<file path="config.mk">
export PLATFORM = sky130hd
export DESIGN_NAME = regfile_mp_sb_flat
export DESIGN_NICKNAME = d
export VERILOG_FILES = /design/src/rtl/regfile_mp_sb_if.sv /design/src/rtl/regfile_mp_sb.sv /design/src/flat_wrapper.sv
export SDC_FILE = /design/constraint.sdc
export NUM_CORES = 2
export LEC_CHECK = 0
export ABC_CLOCK_PERIOD_IN_PS = 20400
export BUFFER_PORTS_ARGS = -buffer_cell sky130_fd_sc_hd__buf_2
export CORE_AREA = 2 2 418 379
export DETAILED_ROUTE_END_ITERATION = 8
export DIE_AREA = 0 0 420 381
export MAX_ROUTING_LAYER = met4
export SLEW_MARGIN = 15
export SYNTH_ARGS = -nofsm -noshare
export SYNTH_HDL_FRONTEND = slang
export SYNTH_SLANG_ARGS = --single-unit
</file>
<file path="constraint.sdc">
create_clock -name clk -period 20.4 [get_ports clk]
set_input_delay 2.04 -clock clk [delete_from_list [all_inputs] [get_ports clk]]
set_output_delay 2.04 -clock clk [all_outputs]
set_load 0.01 [all_outputs]
</file>
<file path="src/rtl/regfile_mp_sb_if.sv">
// Bus bundle for regfile_mp_sb: read ports, write ports, scoreboard set and pending count.
// The issue/writeback side drives the master modport. The register file uses the slave modport.
interface regfile_mp_sb_if #(
    parameter int XLEN  = 32,
    parameter int NREGS = 32,
    parameter int NRD   = 2,
    parameter int NWR   = 2
);
    localparam int AW = (NREGS > 1) ? $clog2(NREGS) : 1;

    logic [NRD*AW-1:0]   rd_addr;
    logic [NRD*XLEN-1:0] rd_data;
    logic [NRD-1:0]      rd_busy;
    logic [NWR-1:0]      wr_en;
    logic [NWR*AW-1:0]   wr_addr;
    logic [NWR*XLEN-1:0] wr_data;
    logic                sb_set_en;
    logic [AW-1:0]       sb_set_addr;
    logic [AW:0]         pend_cnt;

    modport master (
        output rd_addr, wr_en, wr_addr, wr_data, sb_set_en, sb_set_addr,
        input  rd_data, rd_busy, pend_cnt
    );

    modport slave (
        input  rd_addr, wr_en, wr_addr, wr_data, sb_set_en, sb_set_addr,
        output rd_data, rd_busy, pend_cnt
    );
endinterface

</file>
<file path="src/rtl/regfile_mp_sb.sv">
// Multi-port register file with an optional hardwired zero register and write-to-read bypass.
// It also keeps a per-register pending scoreboard with an incrementally maintained pending count.
module regfile_mp_sb #(
    parameter int XLEN     = 32,
    parameter int NREGS    = 32,
    parameter int NRD      = 2,
    parameter int NWR      = 2,
    parameter int ZERO_REG = 1,
    parameter int BYPASS   = 1
) (
    input logic            clk,
    input logic            rst,
    regfile_mp_sb_if.slave bus
);
    localparam int AW = (NREGS > 1) ? $clog2(NREGS) : 1;

    typedef logic [AW-1:0]   addr_t;
    typedef logic [XLEN-1:0] word_t;

    word_t            regs   [NREGS];
    word_t            wr_val [NREGS];
    logic [NREGS-1:0] pending;
    logic [NREGS-1:0] pend_nxt;
    logic [NREGS-1:0] wr_hit;
    logic [NREGS-1:0] set_hit;
    logic [AW:0]      pend_cnt_q;
    logic [AW:0]      n_set;
    logic [AW:0]      n_clr;
    logic [AW:0]      pop_cnt;

    // Per-register write resolution: ascending port scan lets the highest-index port win.
    // Addresses at or above NREGS never match any i, so such writes fall away without aliasing.
    // NOTE: every variable gets a default at the top of the block so that no path leaves it unassigned, which would infer a latch.
    always_comb begin
        for (int i = 0; i < NREGS; i++) begin
            wr_hit[i]  = 1'b0;
            wr_val[i]  = '0;
            set_hit[i] = 1'b0;
            for (int w = 0; w < NWR; w++) begin
                if (bus.wr_en[w] && bus.wr_addr[w*AW +: AW] == AW'(i)) begin
                    wr_hit[i] = 1'b1;
                    wr_val[i] = bus.wr_data[w*XLEN +: XLEN];
                end
            end
            if (bus.sb_set_en && bus.sb_set_addr == AW'(i)) begin
                set_hit[i] = 1'b1;
            end
            if (ZERO_REG != 0 && i == 0) begin
                wr_hit[i]  = 1'b0;
                set_hit[i] = 1'b0;
            end
        end
    end

    // A set wins over a clear in the same cycle, because a new producer has just been issued.
    assign pend_nxt = set_hit | (pending & ~wr_hit);

    always_comb begin
        n_set   = '0;
        n_clr   = '0;
        pop_cnt = '0;
        for (int i = 0; i < NREGS; i++) begin
            if (pend_nxt[i] && !pending[i]) n_set = n_set + (AW+1)'(1);
            if (!pend_nxt[i] && pending[i]) n_clr = n_clr + (AW+1)'(1);
            if (pending[i])                 pop_cnt = pop_cnt + (AW+1)'(1);
        end
    end

    // NOTE: sequential state uses non-blocking assignments so that every flop samples pre-edge values.
    // NOTE: the array is built from flops rather than SRAM, so it can be cleared asynchronously along with the scoreboard.
    always_ff @(posedge clk or negedge rst) begin
        if (!rst) begin
            for (int i = 0; i < NREGS; i++) begin
                regs[i] <= '0;
            end
            pending    <= '0;
            pend_cnt_q <= '0;
        end else begin
            for (int i = 0; i < NREGS; i++) begin
                if (wr_hit[i]) regs[i] <= wr_val[i];
            end
            pending    <= pend_nxt;
            pend_cnt_q <= pend_cnt_q + n_set - n_clr;
        end
    end

    assign bus.pend_cnt = pend_cnt_q;

    // Combinational read. The zero register and out-of-range addresses leave 'valid' low and read 0.
    always_comb begin
        addr_t a;
        word_t d;
        logic  b;
        logic  valid;
        logic  byp_hit;
        a             = '0;
        d             = '0;
        b             = 1'b0;
        valid         = 1'b0;
        byp_hit       = 1'b0;
        bus.rd_data   = '0;
        bus.rd_busy   = '0;
        for (int p = 0; p < NRD; p++) begin
            a       = bus.rd_addr[p*AW +: AW];
            d       = '0;
            b       = 1'b0;
            valid   = 1'b0;
            byp_hit = 1'b0;
            for (int i = 0; i < NREGS; i++) begin
                if (a == AW'(i) && !(ZERO_REG != 0 && i == 0)) begin
                    valid = 1'b1;
                    d     = regs[i];
                    b     = pending[i];
                end
            end
            if (BYPASS != 0 && valid) begin
                for (int w = 0; w < NWR; w++) begin
                    if (bus.wr_en[w] && bus.wr_addr[w*AW +: AW] == a) begin
                        d       = bus.wr_data[w*XLEN +: XLEN];
                        byp_hit = 1'b1;
                    end
                end
                if (byp_hit && !(bus.sb_set_en && bus.sb_set_addr == a)) b = 1'b0;
            end
            if (!rst) begin
                d = '0;
                b = 1'b0;
            end
            bus.rd_data[p*XLEN +: XLEN] = d;
            bus.rd_busy[p]              = b;
        end
    end

    a_cnt_is_popcount: assert property (@(posedge clk) disable iff (!rst)
        pend_cnt_q == pop_cnt);

    a_zero_reg_clean: assert property (@(posedge clk) disable iff (!rst)
        (ZERO_REG == 0) || (!pending[0] && regs[0] == '0));
endmodule

</file>
<file path="src/flat_wrapper.sv">
// flat-port wrapper written by rule: the top's interface ports become plain ports
module regfile_mp_sb_flat 
#(
    parameter int XLEN     = 32,
    parameter int NREGS    = 32,
    parameter int NRD      = 2,
    parameter int NWR      = 2,
    parameter int ZERO_REG = 1,
    parameter int BYPASS   = 1
)
  (clk, rst, bus_rd_addr, bus_wr_en, bus_wr_addr, bus_wr_data, bus_sb_set_en, bus_sb_set_addr, bus_rd_data, bus_rd_busy, bus_pend_cnt);
  regfile_mp_sb_if #(.XLEN(XLEN), .NREGS(NREGS), .NRD(NRD), .NWR(NWR)) bus_i ();
  input logic clk;
  input logic rst;
  input wire logic [$bits(bus_i.rd_addr)-1:0] bus_rd_addr;
  input wire logic [$bits(bus_i.wr_en)-1:0] bus_wr_en;
  input wire logic [$bits(bus_i.wr_addr)-1:0] bus_wr_addr;
  input wire logic [$bits(bus_i.wr_data)-1:0] bus_wr_data;
  input wire logic [$bits(bus_i.sb_set_en)-1:0] bus_sb_set_en;
  input wire logic [$bits(bus_i.sb_set_addr)-1:0] bus_sb_set_addr;
  output wire logic [$bits(bus_i.rd_data)-1:0] bus_rd_data;
  output wire logic [$bits(bus_i.rd_busy)-1:0] bus_rd_busy;
  output wire logic [$bits(bus_i.pend_cnt)-1:0] bus_pend_cnt;
  assign bus_i.rd_addr = bus_rd_addr;
  assign bus_i.wr_en = bus_wr_en;
  assign bus_i.wr_addr = bus_wr_addr;
  assign bus_i.wr_data = bus_wr_data;
  assign bus_i.sb_set_en = bus_sb_set_en;
  assign bus_i.sb_set_addr = bus_sb_set_addr;
  assign bus_rd_data = bus_i.rd_data;
  assign bus_rd_busy = bus_i.rd_busy;
  assign bus_pend_cnt = bus_i.pend_cnt;
  regfile_mp_sb #(.XLEN(XLEN), .NREGS(NREGS), .NRD(NRD), .NWR(NWR), .ZERO_REG(ZERO_REG), .BYPASS(BYPASS)) u_core (.clk(clk), .rst(rst), .bus(bus_i));
endmodule
</file>
==> results.json <==
{
  "portBuffers": 165,
  "slowest_delay_ns": 0.56,
  "h-tree-depth": 3,
  "drtPass1Iterations": 8,
  "clk_latency_ns": 0.75,
  "clk_path_buf_depth": 3,
  "crit_path_start_kind": "primary input",
  "drtIter0Drc": 11100,
  "ant_nets": 0,
  "outcome": "complete, no violations",
  "nets": 8185,
  "finalHoldViolations": 0,
  "syn_area_sq_mm": 0.0696,
  "pre_cts_ws_ns": -0.965,
  "worstPathRequired_ns": 21.08,
  "drive_gt1_share_pct": 12.7,
  "worstPathArrival_ns": 20.46,
  "num_io_pins": 166,
  "critPathLaunch": "bus_wr_addr[9]",
  "total_power_mw": 7.66,
  "slew_violations": 0,
  "crit_fanout": 3,
  "synth_edf_count": 0,
  "fin_util_pct": 49.9,
  "vias_per_cell": 6.81,
  "setup_slack_ns": 0.625,
  "grt_max_degree": 73,
  "async_reset_ff_share_pct": 100,
  "cts_made_buffers": 116,
  "cts_tree": "done",
  "max_cap_violations": 0,
  "synthFlopType": "dfrtp_1",
  "stdcell_area_sq_mm": 0.0778,
  "wirelength_microns": 330000,
  "place_area_sq_mm": 0.0731,
  "cts.hold.buffers_added": 0,
  "gp_congestion": 0.975,
  "critPathKind": "primary input to flip-flop",
  "vdd_drop_max_uv": 141,
  "r2r_start": "u_core.pending[2]",
  "p_leak_nw": 33.5,
  "start_util_pct": 44.6,
  "slowest_stage": "or4b_4",
  "cts_root_buffer": "clkbuf_16",
  "clock_skew_ns": 0.00668,
  "min_path_type": "flip-flop to flip-flop",
  "maxSlewHeadroom_pct": 13.3,
  "fin_crit_sh_pct": 96.9,
  "die_w_microns": 420,
  "grt_pass1_wl_microns": 474000,
  "postSynthAreaPerCell_sq_um": 8.45,
  "period_minus_slack_ns": 19.78,
  "power_density_mw_per_mm2": 98.5,
  "antenna_found_initial": 8,
  "dieArea_sq_mm": 0.160,
  "hold_slack_ns": 0.592,
  "drc_errors": 0,
  "crit_top_cell": "ha_1",
  "route.vias.total": 69600,
  "row_count": 138,
  "cts_sinks": 1029,
  "worst_slew_pin_slew_ns": 1.30,
  "layout_commonest_cell": "mux2i_1",
  "layout_common_cells": "1,151 x mux2i_1, 1,029 x dfrtp_1, 826 x nand2_1",
  "synthDistinctLibCells": 101,
  "synth.yosys.warnings": 0,
  "setup_viol_count_final": 0,
  "grt_overflow": 0,
  "yosys.area.top_type": "dfrtp_1",
  "die_h_microns": 381,
  "avgRoutedWirePerCell_microns": 32.3,
  "cts.clk_slew.worst_paths_ns": 0.06,
  "syn2layout_area_growth_pct": 11.8,
  "ys_seq_elements": 1029,
  "grt_util_all_layers_pct": 41.3,
  "ys_top_cells_by_area": "dfrtp_1 37%, mux2i_1 17%, a21oi_1 5.9%, o21ai_0 5.6%, nor2_1 4.8%",
  "syn_inst": 8235,
  "netlist.area_leader.share_pct": 37.0,
  "cp-end-kind": "flip-flop",
  "dp_hpwl_microns": 214000,
  "hp-start": "u_core.regs[346]",
  "grt_pass1_vias": 66300,
  "fmax_mhz": 50.6,
  "core_sq_mm": 0.156,
  "synth_seq_area_share_pct": 37.0
}
layout make-up:
class	instances	area [sq um]
sequential	1029	25700
multi-input combinational	6236	41200
antenna	7	17.5
timing repair buffer	550	3760
inverter	87	327
fill	14800	78200
tap	2100	2630
clock inverter	40	658
clock buffer	177	3430
through the flow:
stage,cells,TNS [ns]
after floorplan,8236,0
after global placement,9986,-3.65
after detailed placement,9986,-3.79
after CTS,10200,0
after global routing,10200,-0.283
final,10200,0
worst max-delay path: cells and delay by family:
| family | cells | cell delay (ns) |
|---|---|---|
| adders and majority gates | 31 | 8.47 |
| xor gates and xnor gates | 2 | 0.27 |
| AOI/OAI and AO/OA | 27 | 3.66 |
| muxes | 11 | 3.12 |
| buffers and inverters | 9 | 0.75 |
| and+or+nand+nor | 17 | 2.16 |
synthesized netlist by cell type, types with 16 or more instances:
| library cell | instances |
|---|---|
| mux2i_1 | 1151 |
| dfrtp_1 | 1029 |
| nor2_1 | 885 |
| nand2_1 | 861 |
| a21oi_1 | 816 |
| o21ai_0 | 775 |
| clkbuf_1 | 698 |
| a22oi_1 | 249 |
| buf_1 | 167 |
| o22ai_1 | 140 |
| nand3_1 | 114 |
| a221oi_1 | 113 |
| inv_1 | 86 |
| o221ai_1 | 85 |
| nor3_1 | 77 |
| nand4_1 | 69 |
| xnor2_1 | 68 |
| ha_1 | 66 |
| a211oi_1 | 64 |
| a31oi_1 | 64 |
| xor2_1 | 55 |
| mux2_2 | 50 |
| a222oi_1 | 35 |
| nor2b_1 | 30 |
| a22o_1 | 27 |
| o211ai_1 | 27 |
| nor4_1 | 24 |
| and3_1 | 21 |
| a221o_1 | 19 |
| o311ai_0 | 19 |
| nand2b_1 | 17 |
| a311oi_1 | 16 |
path summary, 6_finish.rpt:
kind | to | slack [ns] | cells after the start
worst max-delay path | u_core.bus.pend_cnt[5] | 0.62 | 97
worst min-delay path | u_core.regs[346] | 0.59 | 2
worst max register to register | u_core.bus.pend_cnt[4] | 2.20 | 94
worst min register to register | u_core.regs[346] | 0.59 | 2
max in group asynchronous | u_core.regs[430] | 14.77 | 6
min in group asynchronous | u_core.regs[305] | 1.22 | 1
report_power, final:
group / switching [mW] / leakage [nW] / internal (mW)
Combinational: 1.23 / 18.9 / 1.02
Clock: 0.968 / 1.99 / 1.33
Sequential: 0.515 / 12.5 / 2.60
flip-flops by register name, summed over array words and instances, names as in the netlist:
signal and cells:
u_core.pending 31, u_core.regs 992, u_core.bus.pend_cnt 6
per-layer routing:
metal,up-vias,track usage [%],routed length [microns]
met1,33700,53.1,127000
met4,0,24.7,23800
li1,29500,-,-
met5,-,-,0
met2,5150,58.6,141000
met3,1275,9.88,38100
kinds of logic after synthesis:
logic type	share of synthesized area, %
adder cells (fa/ha/maj)	1.33
other	0.0108
buffers and inverters	5.28
flip-flops	37.0
XOR/XNOR	2.14
multiplexers	17.8
AND/OR/NAND/NOR	13.6
AO/OA/AOI/OAI	22.8
what timing repair did:
item	CTS	global route
resized for setup	8	85
buffers inserted	1	15
endpoints found under the setup margin	3	5
pin swaps	0	46
(Power assumes the default switching activity.)
